<file path="src/rtl/fetch_unit_pkg.sv">
`default_nettype none
// ============================================================================
//  Module      : fetch_unit_pkg
//  Description : Shared types, constants and helpers for the instruction
//                fetch stage (fetch_unit and its fetch_fifo).
//  Revision    : 1.0  initial release
// ============================================================================
package fetch_unit_pkg;

    // Canonical RISC-V NOP (addi x0, x0, 0) presented when no word is buffered
    localparam logic [31:0] NOP_INSN         = 32'h0000_0013;
    localparam logic [31:0] DEFAULT_RESET_PC = 32'h0000_0000;

    typedef enum logic [1:0] {
        ST_RUN    = 2'd0,
        ST_HALTED = 2'd1,
        ST_FLUSH  = 2'd2
    } fetch_state_t;

    // One buffered fetch result; pc sits in the upper half
    typedef struct packed {
        logic [31:0] pc;
        logic [31:0] ir;
    } fetch_entry_t;

    // Force an address onto a 32-bit word boundary
    function automatic logic [31:0] word_align(input logic [31:0] addr);
        return {addr[31:2], 2'b00};
    endfunction

endpackage
`default_nettype wire

</file>
<file path="src/rtl/fetch_unit_fifo.sv">
`default_nettype none
// ============================================================================
//  Module      : fetch_fifo
//  Description : Small synchronous FIFO holding {pc, ir} fetch results.
//                Head entry is visible without a pop (show-ahead), flush
//                empties it in one cycle.
//  Revision    : 1.0  initial release
// ============================================================================
module fetch_fifo #(
    parameter  int DEPTH = 2,
    parameter  int WIDTH = 64,
    localparam int CW    = $clog2(DEPTH) + 1
) (
    input  logic             clk,
    input  logic             rst,
    input  logic             flush,
    input  logic             push,
    input  logic [WIDTH-1:0] push_data,
    input  logic             pop,
    output logic [WIDTH-1:0] head_data,
    output logic             full,
    output logic             empty,
    output logic [CW-1:0]    count
);

    localparam int PW = (DEPTH > 1) ? $clog2(DEPTH) : 1;

    logic [WIDTH-1:0] r_mem [DEPTH];
    logic [PW-1:0]    r_rd_ptr;
    logic [PW-1:0]    r_wr_ptr;
    logic [CW-1:0]    r_count;
    logic             w_do_push;
    logic             w_do_pop;

    function automatic logic [PW-1:0] next_ptr(input logic [PW-1:0] p);
        return (p == PW'(DEPTH - 1)) ? '0 : p + 1'b1;
    endfunction

    assign empty     = (r_count == '0);
    assign full      = (r_count == CW'(DEPTH));
    assign count     = r_count;
    assign head_data = r_mem[r_rd_ptr];
    assign w_do_push = push & ~full;
    assign w_do_pop  = pop & ~empty;

    // Storage array: written on push, no reset needed for data
    always_ff @(posedge clk) begin
        if (w_do_push && !flush) begin
            r_mem[r_wr_ptr] <= push_data;
        end
    end

    // Pointers and occupancy; flush discards every entry at once
    always_ff @(posedge clk or posedge rst) begin
        if (rst) begin
            r_rd_ptr <= '0;
            r_wr_ptr <= '0;
            r_count  <= '0;
        end else if (flush) begin
            r_rd_ptr <= '0;
            r_wr_ptr <= '0;
            r_count  <= '0;
        end else begin
            if (w_do_push) begin
                r_wr_ptr <= next_ptr(r_wr_ptr);
            end
            if (w_do_pop) begin
                r_rd_ptr <= next_ptr(r_rd_ptr);
            end
            if (w_do_push && !w_do_pop) begin
                r_count <= r_count + 1'b1;
            end else if (!w_do_push && w_do_pop) begin
                r_count <= r_count - 1'b1;
            end
        end
    end

endmodule
`default_nettype wire

</file>
<file path="src/rtl/fetch_unit.sv">
`default_nettype none
// ============================================================================
//  Module      : fetch_unit
//  Description : Instruction fetch stage. Issues in-order word reads, buffers
//                returned words with their pc, and presents them to the
//                decoder. Handles redirect (branch/jump) and halt.
//  Revision    : 1.0  initial release
// ============================================================================
module fetch_unit
    import fetch_unit_pkg::*;
#(
    parameter logic [31:0] RESET_PC = DEFAULT_RESET_PC,
    parameter int          DEPTH    = 2
) (
    input  logic        clk,
    input  logic        rst,
    output logic        imem_req,
    output logic [31:0] imem_addr,
    input  logic        imem_ready,
    input  logic        imem_rvalid,
    input  logic [31:0] imem_rdata,
    output logic [31:0] ir,
    output logic [31:0] pc,
    output logic        ir_valid,
    input  logic        ir_ready,
    input  logic        redirect,
    input  logic [31:0] redirect_pc,
    input  logic        halt
);

    localparam int CW = $clog2(DEPTH) + 1;

    fetch_state_t  r_state;
    logic [31:0]   r_fetch_addr;
    logic [31:0]   r_resp_pc;
    logic [CW-1:0] r_in_flight;
    logic [CW-1:0] r_drop_cnt;

    logic [CW-1:0] w_drop_next;
    logic [CW:0]   w_credit_used;
    logic          w_credit_ok;
    logic          w_accept;
    logic          w_dropping;
    logic          w_push;
    logic          w_pop;
    logic          w_fifo_full;
    logic          w_fifo_empty;
    logic [CW-1:0] w_fifo_count;
    fetch_entry_t  w_push_entry;
    fetch_entry_t  w_head;

    // Credits cover both buffered words and words still in memory, so a
    // returning response always finds a free FIFO slot.
    assign w_credit_used = {1'b0, r_in_flight} + {1'b0, w_fifo_count};
    assign w_credit_ok   = (w_credit_used < (CW + 1)'(DEPTH));

    // rst gates the request so the port reads idle the moment reset asserts
    assign imem_req  = ~rst & (r_state != ST_HALTED) & ~redirect & w_credit_ok;
    assign imem_addr = r_fetch_addr;
    assign w_accept  = imem_req & imem_ready;

    // Responses to requests issued before a redirect are stale and discarded
    assign w_dropping   = (r_drop_cnt != '0);
    assign w_push       = imem_rvalid & ~redirect & ~w_dropping & ~w_fifo_full;
    assign w_push_entry = '{pc: r_resp_pc, ir: imem_rdata};

    assign ir_valid = ~w_fifo_empty & ~redirect;
    assign w_pop    = ir_valid & ir_ready;
    assign ir       = w_fifo_empty ? NOP_INSN : w_head.ir;
    assign pc       = w_fifo_empty ? 32'h0    : w_head.pc;

    fetch_fifo #(
        .DEPTH (DEPTH),
        .WIDTH ($bits(fetch_entry_t))
    ) u_fifo (
        .clk       (clk),
        .rst       (rst),
        .flush     (redirect),
        .push      (w_push),
        .push_data (w_push_entry),
        .pop       (w_pop),
        .head_data (w_head),
        .full      (w_fifo_full),
        .empty     (w_fifo_empty),
        .count     (w_fifo_count)
    );

    // Next drop count: a redirect marks everything still outstanding as stale
    always_comb begin
        w_drop_next = r_drop_cnt;
        if (redirect) begin
            w_drop_next = r_in_flight - (imem_rvalid ? CW'(1) : CW'(0));
        end else if (imem_rvalid && w_dropping) begin
            w_drop_next = r_drop_cnt - 1'b1;
        end
    end

    // Outstanding-request and stale-response counters
    always_ff @(posedge clk or posedge rst) begin
        if (rst) begin
            r_in_flight <= '0;
            r_drop_cnt  <= '0;
        end else begin
            r_drop_cnt <= w_drop_next;
            if (w_accept && !imem_rvalid) begin
                r_in_flight <= r_in_flight + 1'b1;
            end else if (!w_accept && imem_rvalid) begin
                r_in_flight <= r_in_flight - 1'b1;
            end
        end
    end

    // Request address and the pc tagged onto the next kept response
    always_ff @(posedge clk or posedge rst) begin
        if (rst) begin
            r_fetch_addr <= RESET_PC;
            r_resp_pc    <= RESET_PC;
        end else if (redirect) begin
            r_fetch_addr <= word_align(redirect_pc);
            r_resp_pc    <= word_align(redirect_pc);
        end else begin
            if (w_accept) begin
                r_fetch_addr <= r_fetch_addr + 32'd4;
            end
            if (w_push) begin
                r_resp_pc <= r_resp_pc + 32'd4;
            end
        end
    end

    // Control FSM: redirect wins over halt and over flush completion
    always_ff @(posedge clk or posedge rst) begin
        if (rst) begin
            r_state <= ST_RUN;
        end else if (redirect) begin
            r_state <= (r_in_flight != '0) ? ST_FLUSH : ST_RUN;
        end else begin
            case (r_state)
                ST_RUN: begin
                    if (halt) begin
                        r_state <= ST_HALTED;
                    end
                end
                ST_HALTED: begin
                    r_state <= ST_HALTED;
                end
                ST_FLUSH: begin
                    if (w_drop_next == '0) begin
                        r_state <= ST_RUN;
                    end
                end
                default: begin
                    r_state <= ST_RUN;
                end
            endcase
        end
    end

endmodule
`default_nettype wire

</file>
<file path="config.mk">
export PLATFORM = sky130hd
export DESIGN_NAME = fetch_unit
export DESIGN_NICKNAME = d
export VERILOG_FILES = /design/src/rtl/fetch_unit_pkg.sv /design/src/rtl/fetch_unit_fifo.sv /design/src/rtl/fetch_unit.sv
export SDC_FILE = /design/constraint.sdc
export NUM_CORES = 1
export LEC_CHECK = 0
export ABC_AREA = 1
export BUFFER_PORTS_ARGS = -buffer_cell sky130_fd_sc_hd__buf_2
export CORE_MARGIN = 4
export CORE_UTILIZATION = 61
export DETAILED_ROUTE_END_ITERATION = 8
export GPL_TIMING_DRIVEN = 0
export PLACE_DENSITY = 0.88
export SYNTH_ARGS = -nofsm -noshare
export SYNTH_HDL_FRONTEND = slang
export SYNTH_SLANG_ARGS = --single-unit
</file>
<file path="constraint.sdc">
create_clock -name clk -period 9.2 [get_ports clk]
set_input_delay 1.38 -clock clk [delete_from_list [all_inputs] [get_ports clk]]
set_output_delay 1.38 -clock clk [all_outputs]
set_load 0.05 [all_outputs]
</file>
Word level (Yosys, flattened, before mapping)
Memories as Yosys holds them, arrays and structs flattened.
Cells that the tools add are included.
- add/sub/neg operators: 11
- $lt $le $gt $ge: 1
- eq/ne operators: 6
- mux-type cells: 27
- bitwise gates (word level): 16
- reductions and logical operators: 23
- operator list (kind ; number):
    $mux W32 ; 6
    $add A32 B3 Y32 const B ; 2
    $mux W2 ; 11
    $reduce_bool A2 Y1 ; 7
    $and A1 B1 Y1 ; 11
    $mux W1 ; 9
    $logic_and A1 B1 Y1 ; 6
    $logic_not A2 Y1 ; 3
    $ne A3 B3 Y1 const B ; 2
    $pmux W2 S3 ; 1
    $sub A2 B1 Y2 const B ; 3
    $logic_not A1 Y1 ; 5
    $not A1 Y1 ; 5
    $add A2 B1 Y2 const B ; 2
    $eq A2 B2 Y1 const B ; 2
    $add A2 B2 Y3 ; 1
    $lt A3 B2 Y1 const B ; 1
    $reduce_bool A3 Y1 ; 1
    $add A1 B1 Y1 const B ; 2
    $eq A2 B1 Y1 const B ; 1
    $ne A2 B1 Y1 const B ; 1
    $reduce_and A2 Y1 ; 1
    $sub A2 B1 Y2 ; 1
- bits in registers: 74
- memory bits (writable): 128
- input port bits: 71
- output and inout bits: 98
- logic and storage cells: 93
- memories kept: 1
- memories (memory ; words ; width ; read ports ; clocked after Yosys merged registers in ; write ports ; RTL line ; RTL):
    u_fifo.r_mem ; 2 ; 64 ; 1 ; 0 ; 1 ; fetch_unit_fifo.sv:28 ; logic [WIDTH-1:0] r_mem [DEPTH];

Logic depth before layout (Yosys ltp)
Gate-level depths: netlist of the first run.
- word-level depth: 10
- gate-level depth with buffers: 11
- mapped depth without buffers: 11

Cells and area by module
A second synthesis of the first run with hierarchy kept.
- cells, all modules: 1121
- area, all modules: 10171.0 um2
- modules (own cells, without submodules) (module ; times used ; cells an instance ; area an instance (um2) ; seq. area each (um2)):
    fetch_unit ; 1 ; 879 ; 5266.3 ; 1651.6
    fetch_fifo ; 1 ; 242 ; 4904.7 ; 3943.8

Worst setup path after synthesis of the first run
Ideal clock, no wire load.
- kind: input -> register
- start point: input port redirect
- end point: memory u_fifo.r_mem[0][0] (enable)
- setup time: 0.484 ns
- data arrival time: 4.506 ns
- required time: 8.716 ns
- setup slack: 4.211 ns
- stages on the path: 5
- path buffers: 2
- cell sequence: buf_6 inv_2 buf_4 nand4_2 nor2_1
- cells in the longest elaborated chain, start to end: 8
- elaborated cells on any way between the ends: 9
- those cells by class: mux (2); bitwise (5); reduce/logical (2)
- RTL lines (element ; RTL line ; RTL):
    from (decl) ; fetch_unit.sv:26 ; input logic redirect,
    $not A1 Y1 ; fetch_unit.sv:64 ; assign w_push = imem_rvalid & ~redirect & ~w_dropping & ~w_fifo_full;
    $and A1 B1 Y1 (3 in a row) ; fetch_unit.sv:64 ;
    $and A1 B1 Y1 ; fetch_unit_fifo.sv:43 ; assign w_do_push = push & ~full;
    $logic_and A1 B1 Y1 (*) ; fetch_unit_fifo.sv:48 ; if (w_do_push && !flush) begin
    $mux W1 (*) ; fetch_unit_fifo.sv:48 ;
    $mux W1 (not written as such) (*) ; fetch_unit_fifo.sv:49 ; r_mem[r_wr_ptr] <= push_data;
    to (decl) ; fetch_unit_fifo.sv:28 ;
Every way passes the cells marked *; elsewhere a longest branch is shown, timed or not.

Final worst setup path of the first run
- start point: register u_fifo.r_rd_ptr
- end point: output port pc[28]
- cells in the longest elaborated chain, start to end: 2
- RTL lines (element ; RTL line ; RTL):
    from (decl) ; fetch_unit_fifo.sv:29 ; logic [PW-1:0] r_rd_ptr;
    from (signal assigned) ; fetch_unit_fifo.sv:68 ; r_rd_ptr <= next_ptr(r_rd_ptr);
    $mem_v2 Z2 W64 ; n/a ;
    $mux W32 ; fetch_unit.sv:70 ; assign pc = w_fifo_empty ? 32'h0 : w_head.pc;
    to (decl) ; fetch_unit.sv:23 ; output logic [31:0] pc,
No other way between the ends.

==> out/metrics.csv, run 1 <==
metric;value;unit
crit_slowest_cell;buf_1;
rsz0062_at_grt;no;
setup_tns;0;ps
cp_slowest_stage_delay;500;ps
gp_congestion;0.990;
ys_ff_latch;194;
crit_chain;buf_2 > buf_1 > nand2_1 > a21oi_1 > buf_2;
async_flop_share;36.1;%
reg2reg_slack;6570;ps
synth_cell_types;37;
hold_viol;0;
hp-start;r_in_flight[0];
globalRouteMet3Util;6.35;%
synth_area_leaders;edfxtp_1 39%, dfrtp_1 18%, nand2_1 16%;
drc;0;
synth_edf_count;124;
cts_tree;built;
numClockSinks;194;
min_period;3650;ps
io_buffers;161;
layout-drive-gt1-share;18.9;%
vias_per_cell;5.54;
routedWlPerCell;17.0;um
wl;25700;um
insertion_delay;440;ps
core;0.0153;mm2
setup_viol;0;
grt_max_degree;71;
clockRootBuffer;clkbuf_16;
cts_setup_buffers;0;
synth_common_cells;419 x nand2_1, 124 x edfxtp_1, 96 x nor2_1, 93 x inv_1, 72 x nand3_1;
period_share;39.7;%
yosys.area.top_type;edfxtp_1;
syn_avg_cell_area;8.65;um2
gr-usage-met1;37.6;%
yosys_warnings;0;
worst_slew_pin_slew;896;ps
grt_pass1_wl;40600;um
crit_arrival;2270;ps
cp_max_fo;10;
cts_buffers;17;
utilization;74.0;%
end_kind;primary output;
initial_utilization;62.5;%
area_delta_synth_final;18.4;%
grt_pass1_vias;8069;
timing.rr.end;r_in_flight[1];
antenna_left;0;
total_power;3120;uW
io_pins;169;
diodes;0;
overflow;0;
drtIter0Drc;767;
drv_cap;0;
track_usage;29.2;%
die_w;133;um
grtUsageMet2;49.0;%
busiest_layer;met2;
ff2ff_path_depth;11;
fillCellCount;1091;
hold_end;r_in_flight[0];
holdCritPathClass;register to register;
crit_family;buffers and inverters;
place_hpwl;18300;um
dr.pass1.iters;5;
htreeDepth;4;
start_kind;register;
synth_top_area_share;39.0;%
r2r_start;u_fifo.count[0];
worst-setup-path-type;register to primary output;
max_clock_freq;0.274;GHz
slew_headroom;40.2;%
antenna_found_initial;0;
postSynthCellCount;1103;
dp_slack;5710;ps
cts_resized;0;
peakVddDrop;0.152;mV
clk_pin_slew;80;ps
fin_nets;1366;
die_y;133;um
finClkSkew;12.0;ps
cts_hold_buffers;0;
syn_area;0.00954;mm2
slew_viol_final;0;
synth_most_common_cell;nand2_1;
holdWs;521;ps
cts.path.max_buffers;2;
cp_num_buf_inv;3;
hold_depth;1;
synth_seq_area_share;57.4;%
status;finished clean;
critical_path.startpoint;u_fifo.r_rd_ptr;
p_leak;0.00502;uW
via_count;8384;
crit_required;7820;ps
num_rows;45;
setup_ws;5550;ps
synth_top_flop_cell;edfxtp_1;
power_density;276;mW/mm2
crit_top_cell;buf_2;
die-area;0.0177;mm2
cells in the final DEF, fill, tap and decap left out, drive strengths merged:
master	instances
ha	5
nand3b	3
edfxtp	124
clkinvlp	2
xnor2	2
nor2	108
o21ai	38
nor3	2
clkbuf	31
dfrtp	70
conb	4
buf	189
bufinv	1
o21bai	4
o211ai	13
clkinv	5
nand4	7
xor2	16
nor3b	1
fa	1
a31oi	2
o311ai	1
inv	106
nand2	423
a21oi	70
nand3	74
stage by stage:
step | instances | instance area, um2
6_report | 1513 | 11300
5_1_grt | 1513 | 11300
4_1_cts | 1513 | 11300
3_5_place_dp | 1481 | 10700
3_3_place_gp | 1478 | 10600
2_1_floorplan | 1106 | 9550
kinds of logic (layout without fill, tap and decap cells):
logic type               Yosys count  count (layout)  share of synthesized area (%)
buffers and inverters            138             334                           5.97
XOR/XNOR                          18              18                           1.65
AO/OA/AOI/OAI                    128             128                           7.26
flip-flops                       194             194                           57.4
adder cells (fa/ha/maj)            6               6                          0.865
AND/OR/NAND/NOR                  618             618                           26.8
other                              1               4                         0.0393
final cells by class:
type,count,area (um2),share of cell area (%)
plain buffers,39,198,1.75
clock buffers,17,425,3.77
clock inverters,15,169,1.50
inverters,99,374,3.31
multi-input cells,774,3520,31.2
flip-flops and latches,194,5480,48.5
well taps,211,264,2.34
repair buffers,164,866,7.67
power breakdown:
group	switching [uW]	internal, uW	leakage, uW	total, uW
sequential	107	1040	0.00197	1140
combinational	966	274	0.00277	1240
clock	352	387	0.000286	739
total	1430	1700	0.00502	3120
sequential cells by signal (all words and copies together), names as in the netlist:
signal	flops
r_resp_pc	30
r_in_flight	2
u_fifo.r_wr_ptr	1
u_fifo.r_rd_ptr	1
imem_addr	30
r_drop_cnt	2
u_fifo.r_mem	124
u_fifo.count	2
r_state	2
per-layer routing:
layer	wire [um]	vias to the layer above
met5	0	-
met4	694	0
met3	2550	67
met2	12500	471
met1	9960	3876
li1	-	3970
worst max path at each step:
stage | to | slack, ps | depth (start not counted)
final | pc[28] | 5550 | 5
after detailed placement | u_fifo.r_mem[0][9] | 5710 | 6
after global placement | u_fifo.r_mem[0][1] | 2850 | 5
after floorplan | u_fifo.r_mem[0][0] | 4210 | 5
after global routing | pc[28] | 5430 | 5
after CTS | pc[28] | 5490 | 5
Power figures use the tool's default switching activity.
==> run 2: changes to the inputs <==
ABC_AREA = 0   (was 1)
CORE_UTILIZATION = 55   (was 61)
PLACE_DENSITY = 0.82   (was 0.88)
clock period = 3.61 ns   (was 9.2 ns; I/O delays follow)
==> run 2 against run 1 <==
- cell count shrank 29%
- first-iteration DRC count fell by 55%
- global-route usage shrank 7.0 points
- design area down 8.2%
- clock power grew to 2.5 times the previous value
- sequential share of layout area is 4.3 points higher
- clock skew rose by 2.9 ps
- flip-flop and latch count unchanged
- core utilization fell by 6.1 points
- largest cell class unchanged
==> out/metrics.csv, run 2 <==
metric;value;unit;change
status;finished clean;;unchanged
clk_pin_slew;70;ps;was 80 ps
fin_cells;1081;;was 1,513
cp_max_fo;10;;unchanged
overflow;0;;unchanged
num_rows;45;;unchanged
postSynthCellCount;668;;was 1,103
layout_commonest_cell;buf_2;;was nand2_1
p_switching;1960;uW;was 1430 uW
globalRouteMet3Util;5.02;%;was 6.35%
placedCellCount;1049;;was 1,481
yosys.area.top_type;edfxtp_1;;unchanged
gp_congestion;0.907;;was 0.990
power_density;571;mW/mm2;was 276 mW/mm2
pwr-share-comb;21.9;%;was 39.7%
synth_cell_types;51;;was 37
cts_tree;built;;unchanged
busiest_layer;met2;;unchanged
crit_arrival;3560;ps;was 2270 ps
finClkSkew;14.9;ps;was 12.0 ps
grtUsageMet2;34.8;%;was 49.0%
drtIter0Drc;342;;was 767
dr.pass1.iters;5;;unchanged
cts.path.max_buffers;2;;unchanged
p_leak;0.00403;uW;was 0.00502 uW
cts_buffers;17;;unchanged
yosys_warnings;0;;unchanged
diodes;0;;unchanged
timing.rr.end;r_in_flight[1];;unchanged
grt_pass1_wl;30700;um;was 40,600 um
insertion_delay;440;ps;about the same
fin_nets;934;;was 1,366
critical_path.startpoint;u_fifo.count[0];;was u_fifo.r_rd_ptr
gr-usage-met1;30.8;%;was 37.6%
rsz0062_at_grt;no;;unchanged
utilization;67.9;%;was 74.0%
antenna_left;0;;unchanged
grt_max_degree;71;;unchanged
hold_viol;0;;unchanged
clockRootBuffer;clkbuf_16;;unchanged
top_register;u_fifo.r_mem;;unchanged
synth_top_area_share;43.3;%;was 39.0%
start_kind;register;;unchanged
synth_common_cells;124 x edfxtp_1, 81 x nor2_1, 70 x dfrtp_1, 67 x mux2i_1;;was 419 x nand2_1, 124 x edfxtp_1, 96 x nor2_1, 93 x inv_1, 72 x nand3_1
synth_most_common_cell;edfxtp_1;;was nand2_1
place_hpwl;13900;um;was 18,300 um
syn_area;0.00859;mm2;was 0.00954 mm2
core;0.0153;mm2;unchanged
ys_ff_latch;194;;unchanged
power_frac_seq;46.4;%;was 36.6%
synth_top_flop_cell;edfxtp_1;;unchanged
seqCellArea;0.00548;mm2;unchanged
worst-setup-path-type;register to register;;was register to primary output
routedWlPerCell;17.9;um;was 17.0 um
dp_slack;395;ps;was 5710 ps
antenna_found_initial;0;;unchanged
intPower;3960;uW;was 1700 uW
end_kind;register;;was primary output
track_usage;22.2;%;was 29.2%
layout-drive-gt1-share;27.1;%;was 18.9%
reg2reg_slack;360;ps;was 6570 ps
crit_end;r_in_flight[1];;was pc[28]
die_y;133;um;about the same
syn_avg_cell_area;12.9;um2;was 8.65 um2
wl;19400;um;was 25,700 um
min_period;3250;ps;
synth_seq_area_share;63.7;%;was 57.4%
numClockSinks;194;;unchanged
setup_tns;0;ps;unchanged
r2r_start;u_fifo.count[0];;unchanged
htreeDepth;4;;unchanged
setup_ws;358;ps;was 5550 ps
fillCellCount;1103;;was 1,091
slew_viol_final;0;;unchanged
cts_hold_buffers;0;;unchanged
slew_headroom;34.6;%;was 40.2%
multi_input_area;0.00292;mm2;was 0.00352 mm2
cts_resized;0;;unchanged
ff2ff_path_depth;12;;was 11
largest_reg_flops;124;;unchanged
async_flop_share;36.1;%;unchanged
pwr-share-clk;31.7;%;was 23.7%
io_pins;169;;unchanged
peakVddDrop;0.350;mV;was 0.152 mV
initial_utilization;56.3;%;was 62.5%
drc;0;;unchanged
max_clock_freq;0.308;GHz;
synth_edf_count;124;;unchanged
die_w;133;um;about the same
grt_pass1_vias;5828;;was 8,069
via_count;5992;;was 8,384
period_share;90.1;%;
drv_cap;0;;unchanged
cts_setup_buffers;0;;unchanged
vias_per_cell;5.54;;about the same
setup_viol;0;;unchanged
holdCritPathClass;primary input to async pin;;was register to register
die-area;0.0177;mm2;about the same
crit_required;3920;ps;was 7820 ps
synth_area_leaders;edfxtp_1 43%, dfrtp_1 20%, mux2i_1 7.8%;;was edfxtp_1 39%, dfrtp_1 18%, nand2_1 16%
io_buffers;162;;was 161
worst_slew_pin_slew;972;ps;was 896 ps
area_delta_synth_final;20.6;%;was 18.4%
swShare;33.1;%;was 45.6%
final_cell_mix;163 x buf_2, 124 x edfxtp_1, 81 x nor2_1;;was 419 x nand2_1, 172 x buf_2, 124 x edfxtp_1
-- run 2: worst min-delay path by stage --
| stage | start | endpoint | slack (ps) |
|---|---|---|---|
| after global placement | r_state[1] | r_state[0] | 450 |
| final | rst | imem_addr[2] | 290 |
| after floorplan | r_state[1] | r_state[0] | 430 |
| after CTS | imem_rdata[20] | u_fifo.r_mem[0][20] | 280 |
| after global routing | imem_rdata[3] | u_fifo.r_mem[0][3] | 280 |
| after detailed placement | r_state[1] | r_state[0] | 450 |
-- run 2: layer usage --
| metal | vias to the layer above | share of wire [%] | wire length [um] |
|---|---|---|---|
| met1 | 2868 | 43 | 8420 |
| met4 | 0 | 1.7 | 333 |
| met2 | 269 | 46 | 8890 |
| li1 | 2828 | - | - |
| met5 | - | 0 | 0 |
| met3 | 27 | 9.0 | 1740 |
-- run 2: worst max-delay path, stage by stage (launching register included) --
cell and delay, ps:
dfrtp_1 320, clkbuf_1 340, and2_1 210, fa_1 450, or4_4 510, or3_1 350, buf_2 170, clkinv_2 70
buf_4 180, ha_1 170, xor2_1 160, nor2_1 70, xor2_1 140
-- run 2: cell families after synthesis --
kind of cell	Yosys count	share of synthesized area (%)
AND/OR/NAND/NOR	211	12.1
other	1	0.0436
multiplexers	87	10.4
XOR/XNOR	51	5.20
flip-flops	194	63.7
buffers and inverters	50	2.61
adder cells (fa/ha/maj)	6	0.961
AO/OA/AOI/OAI	68	5.01
-- run 2: area by class of cell --
class | instances | area share, %
repair buffers | 167 | 8.52
inverters | 13 | 0.507
well taps | 211 | 2.55
plain buffers | 37 | 1.68
clock inverters | 15 | 1.63
clock buffers | 17 | 4.10
flip-flops and latches | 194 | 52.8
multi-input cells | 427 | 28.2
-- run 2: metrics by stage --
step / total power, uW / instance area, um2 / hold WS (ps)
final: 5910 / 10400 / 287
after global routing: 6160 / 10400 / 281
after CTS: 5930 / 10400 / 283
after detailed placement: 4080 / 9770 / 453
after global placement: 4030 / 9700 / 446
after floorplan: 3710 / 8620 / 430
-- run 2: power groups by stage --
| stage | logic [uW] | registers, uW | clock network [uW] |
|---|---|---|---|
| after CTS | 1300 | 2740 | 1890 |
| after detailed placement | 1300 | 2780 | 0 |
| after floorplan | 827 | 2890 | 0 |
| after global placement | 1250 | 2780 | 0 |
| final | 1300 | 2740 | 1870 |
| after global routing | 1390 | 2770 | 2000 |
==> run 3: changes to the inputs <==
CORE_UTILIZATION = 57   (was 55)
CTS_BUF_LIST = sky130_fd_sc_hd__clkbuf_4 sky130_fd_sc_hd__clkbuf_8   (was default)
CTS_CLUSTER_SIZE = 28   (was default)
PLACE_DENSITY = 0.84   (was 0.82)
==> run 3 against run 2 <==
- first-iteration DRC count grew 43%
- clock power shrank 21%
- design area shrank 2.2%
- sequential power is essentially flat
- critical path depth shrank 1
- fmax shrank 0.94%
- clock skew grew 1.7 ps
- register-to-register slack lost 30 ps
- hold slack lost 6.7 ps
- cell count shrank 2.6%
- critical path type unchanged
- largest cell class unchanged
- highest routed layer unchanged
==> out/metrics.csv, run 3 (synthesis results as in run 2) <==
metric;value;unit;change
status;finished clean;;unchanged
power_density;543;mW/mm2;was 571 mW/mm2
setup_viol;0;;unchanged
busiest_layer;met2;;unchanged
setup_ws;327;ps;was 358 ps
grt_pass1_wl;30000;um;was 30,700 um
final_cell_mix;163 x buf_2, 124 x edfxtp_1, 81 x nor2_1;;unchanged
clk_pin_slew;90;ps;was 70 ps
crit_required;3930;ps;was 3920 ps
p_leak;0.00394;uW;was 0.00403 uW
finClkSkew;16.7;ps;was 14.9 ps
globalRouteMet3Util;4.96;%;was 5.02%
routedWlPerCell;18.4;um;was 17.9 um
rsz0062_at_grt;no;;unchanged
cts_setup_buffers;0;;unchanged
overflow;0;;unchanged
die_y;131;um;was 133 um
cts_resized;0;;unchanged
drtIter0Drc;489;;was 342
area_delta_synth_final;17.9;%;was 20.6%
core;0.0146;mm2;was 0.0153 mm2
gp_congestion;0.910;;was 0.907
num_rows;44;;was 45
cp_slowest_stage_delay;500;ps;was 510 ps
wl;19400;um;about the same
numClockSinks;194;;unchanged
grt_max_degree;71;;unchanged
largest_reg_flops;124;;unchanged
period_share;90.9;%;was 90.1%
cts_buffers;17;;unchanged
grt_pass1_vias;5774;;was 5,828
top_register;u_fifo.r_mem;;unchanged
slew_headroom;28.2;%;was 34.6%
crit_slowest_cell;or4_4;;unchanged
holdCritPathClass;primary input to async pin;;unchanged
peakVddDrop;0.299;mV;was 0.350 mV
drc;0;;unchanged
antenna_left;0;;unchanged
slew_viol_final;0;;unchanged
antenna_found_initial;0;;unchanged
crit_chain;clkbuf_1 > and2_1 > fa_1 > or4_4 > or3_1 > buf_2 > clkinv_2 > buf_6 > nand3_1 > o211ai_1 > o311ai_1;;was clkbuf_1 > and2_1 > fa_1 > or4_4 > or3_1 > buf_2 > clkinv_2 > buf_4 > ha_1 > xor2_1 > nor2_1 > xor2_1
cts_tree;built;;unchanged
via_count;6015;;was 5,992
worst_slew_pin_slew;1070;ps;was 972 ps
gr-usage-met1;31.8;%;was 30.8%
initial_utilization;58.7;%;was 56.3%
htreeDepth;4;;unchanged
hold_viol;0;;unchanged
layout_commonest_cell;buf_2;;unchanged
dp_slack;357;ps;was 395 ps
cts_hold_buffers;0;;unchanged
layout-drive-gt1-share;26.6;%;was 27.1%
fin_nets;933;;was 934
postPlaceCellArea;0.00972;mm2;was 0.00977 mm2
worst-setup-path-type;register to register;;unchanged
start_kind;register;;unchanged
io_buffers;162;;unchanged
vias_per_cell;5.71;;was 5.54
drv_cap;0;;unchanged
fillCellCount;1046;;was 1,103
clockRootBuffer;clkbuf_8;;was clkbuf_16
place_hpwl;14200;um;was 13,900 um
io_pins;169;;unchanged
diodes;0;;unchanged
end_kind;register;;unchanged
die_w;131;um;was 133 um
cts.path.max_buffers;2;;unchanged
insertion_delay;460;ps;was 440 ps
track_usage;23.0;%;was 22.2%
design_area;0.0101;mm2;was 0.0104 mm2
grtUsageMet2;36.6;%;was 34.8%
min_period;3280;ps;was 3250 ps
die-area;0.0171;mm2;was 0.0177 mm2
cp_max_fo;10;;unchanged
crit_arrival;3610;ps;was 3560 ps
dr.pass1.iters;5;;unchanged
max_clock_freq;0.305;GHz;was 0.308 GHz
run 3: cell types whose count changed in the layout (fill, tap and decap cells not counted), moves of 2 or more:
cell / before / now
clkbuf_16: 17 / 0
inv_8: 4 / 0
clkbuf_8: 0 / 17
clkbuf_4: 0 / 2
clkinv_2: 1 / 4
bufinv_16: 1 / 4
clkinv_4: 4 / 1
clkinv_1: 0 / 4
inv_6: 4 / 0
run 3: area by class of cell:
| cell class | count | area (um2) | share of cell area (%) |
|---|---|---|---|
| sequential | 194 | 5480 | 54.0 |
| multi-input combinational | 427 | 2930 | 28.9 |
| timing repair buffer | 166 | 863 | 8.52 |
| clock buffer | 19 | 249 | 2.46 |
| tap | 184 | 230 | 2.27 |
| buffer | 37 | 174 | 1.72 |
| clock inverter | 13 | 166 | 1.64 |
| inverter | 13 | 52.6 | 0.518 |
run 3: power breakdown:
part	internal, uW	total (uW)	switching [uW]
clock network	758	1470	709
logic	389	1290	904
registers	2580	2740	166
run 3: worst paths after layout:
kind,startpoint,to,slack [ps],cells past startpoint
max in group asynchronous,rst,imem_addr[19],2760,2
min in group clk,imem_rdata[26],u_fifo.r_mem[0][26],280,1
worst max register to register,u_fifo.count[0],imem_addr[29],330,11
worst min-delay path,rst,imem_addr[7],280,2
worst max-delay path,u_fifo.count[0],imem_addr[29],330,11
worst min register to register,r_state[1],r_state[0],470,1
run 3: layer usage:
layer / share of wire [%] / wire (um) / vias up
met5: 0 / 0 / -
met4: 2.0 / 389 / 0
met3: 8.8 / 1710 / 34
met2: 46 / 8930 / 314
met1: 43 / 8390 / 2852
li1: - / - / 2815
run 3: worst max-delay path: cells and delay by family, from the launching register on:
family,cells,cell delay (ps)
AOI/OAI and AO/OA,2,400
DFF,1,330
adders and majority gates,1,440
and+or+nand+nor,4,1240
buffers and inverters,4,740
run 3: stage by stage:
| step | setup TNS [ps] | hold WS [ps] | power [uW] | utilization [%] | cells |
|---|---|---|---|---|---|
| floorplan | 0 | 430 | 3710 | - | 671 |
| global placement | -123570 | 443 | 4040 | 66.0 | 1017 |
| detailed placement | 0 | 463 | 4080 | 66.4 | 1021 |
| CTS | 0 | 240 | 5530 | 69.2 | 1053 |
| global route | 0 | 234 | 5740 | 69.2 | 1053 |
| finish | 0 | 280 | 5500 | 69.2 | 1053 |
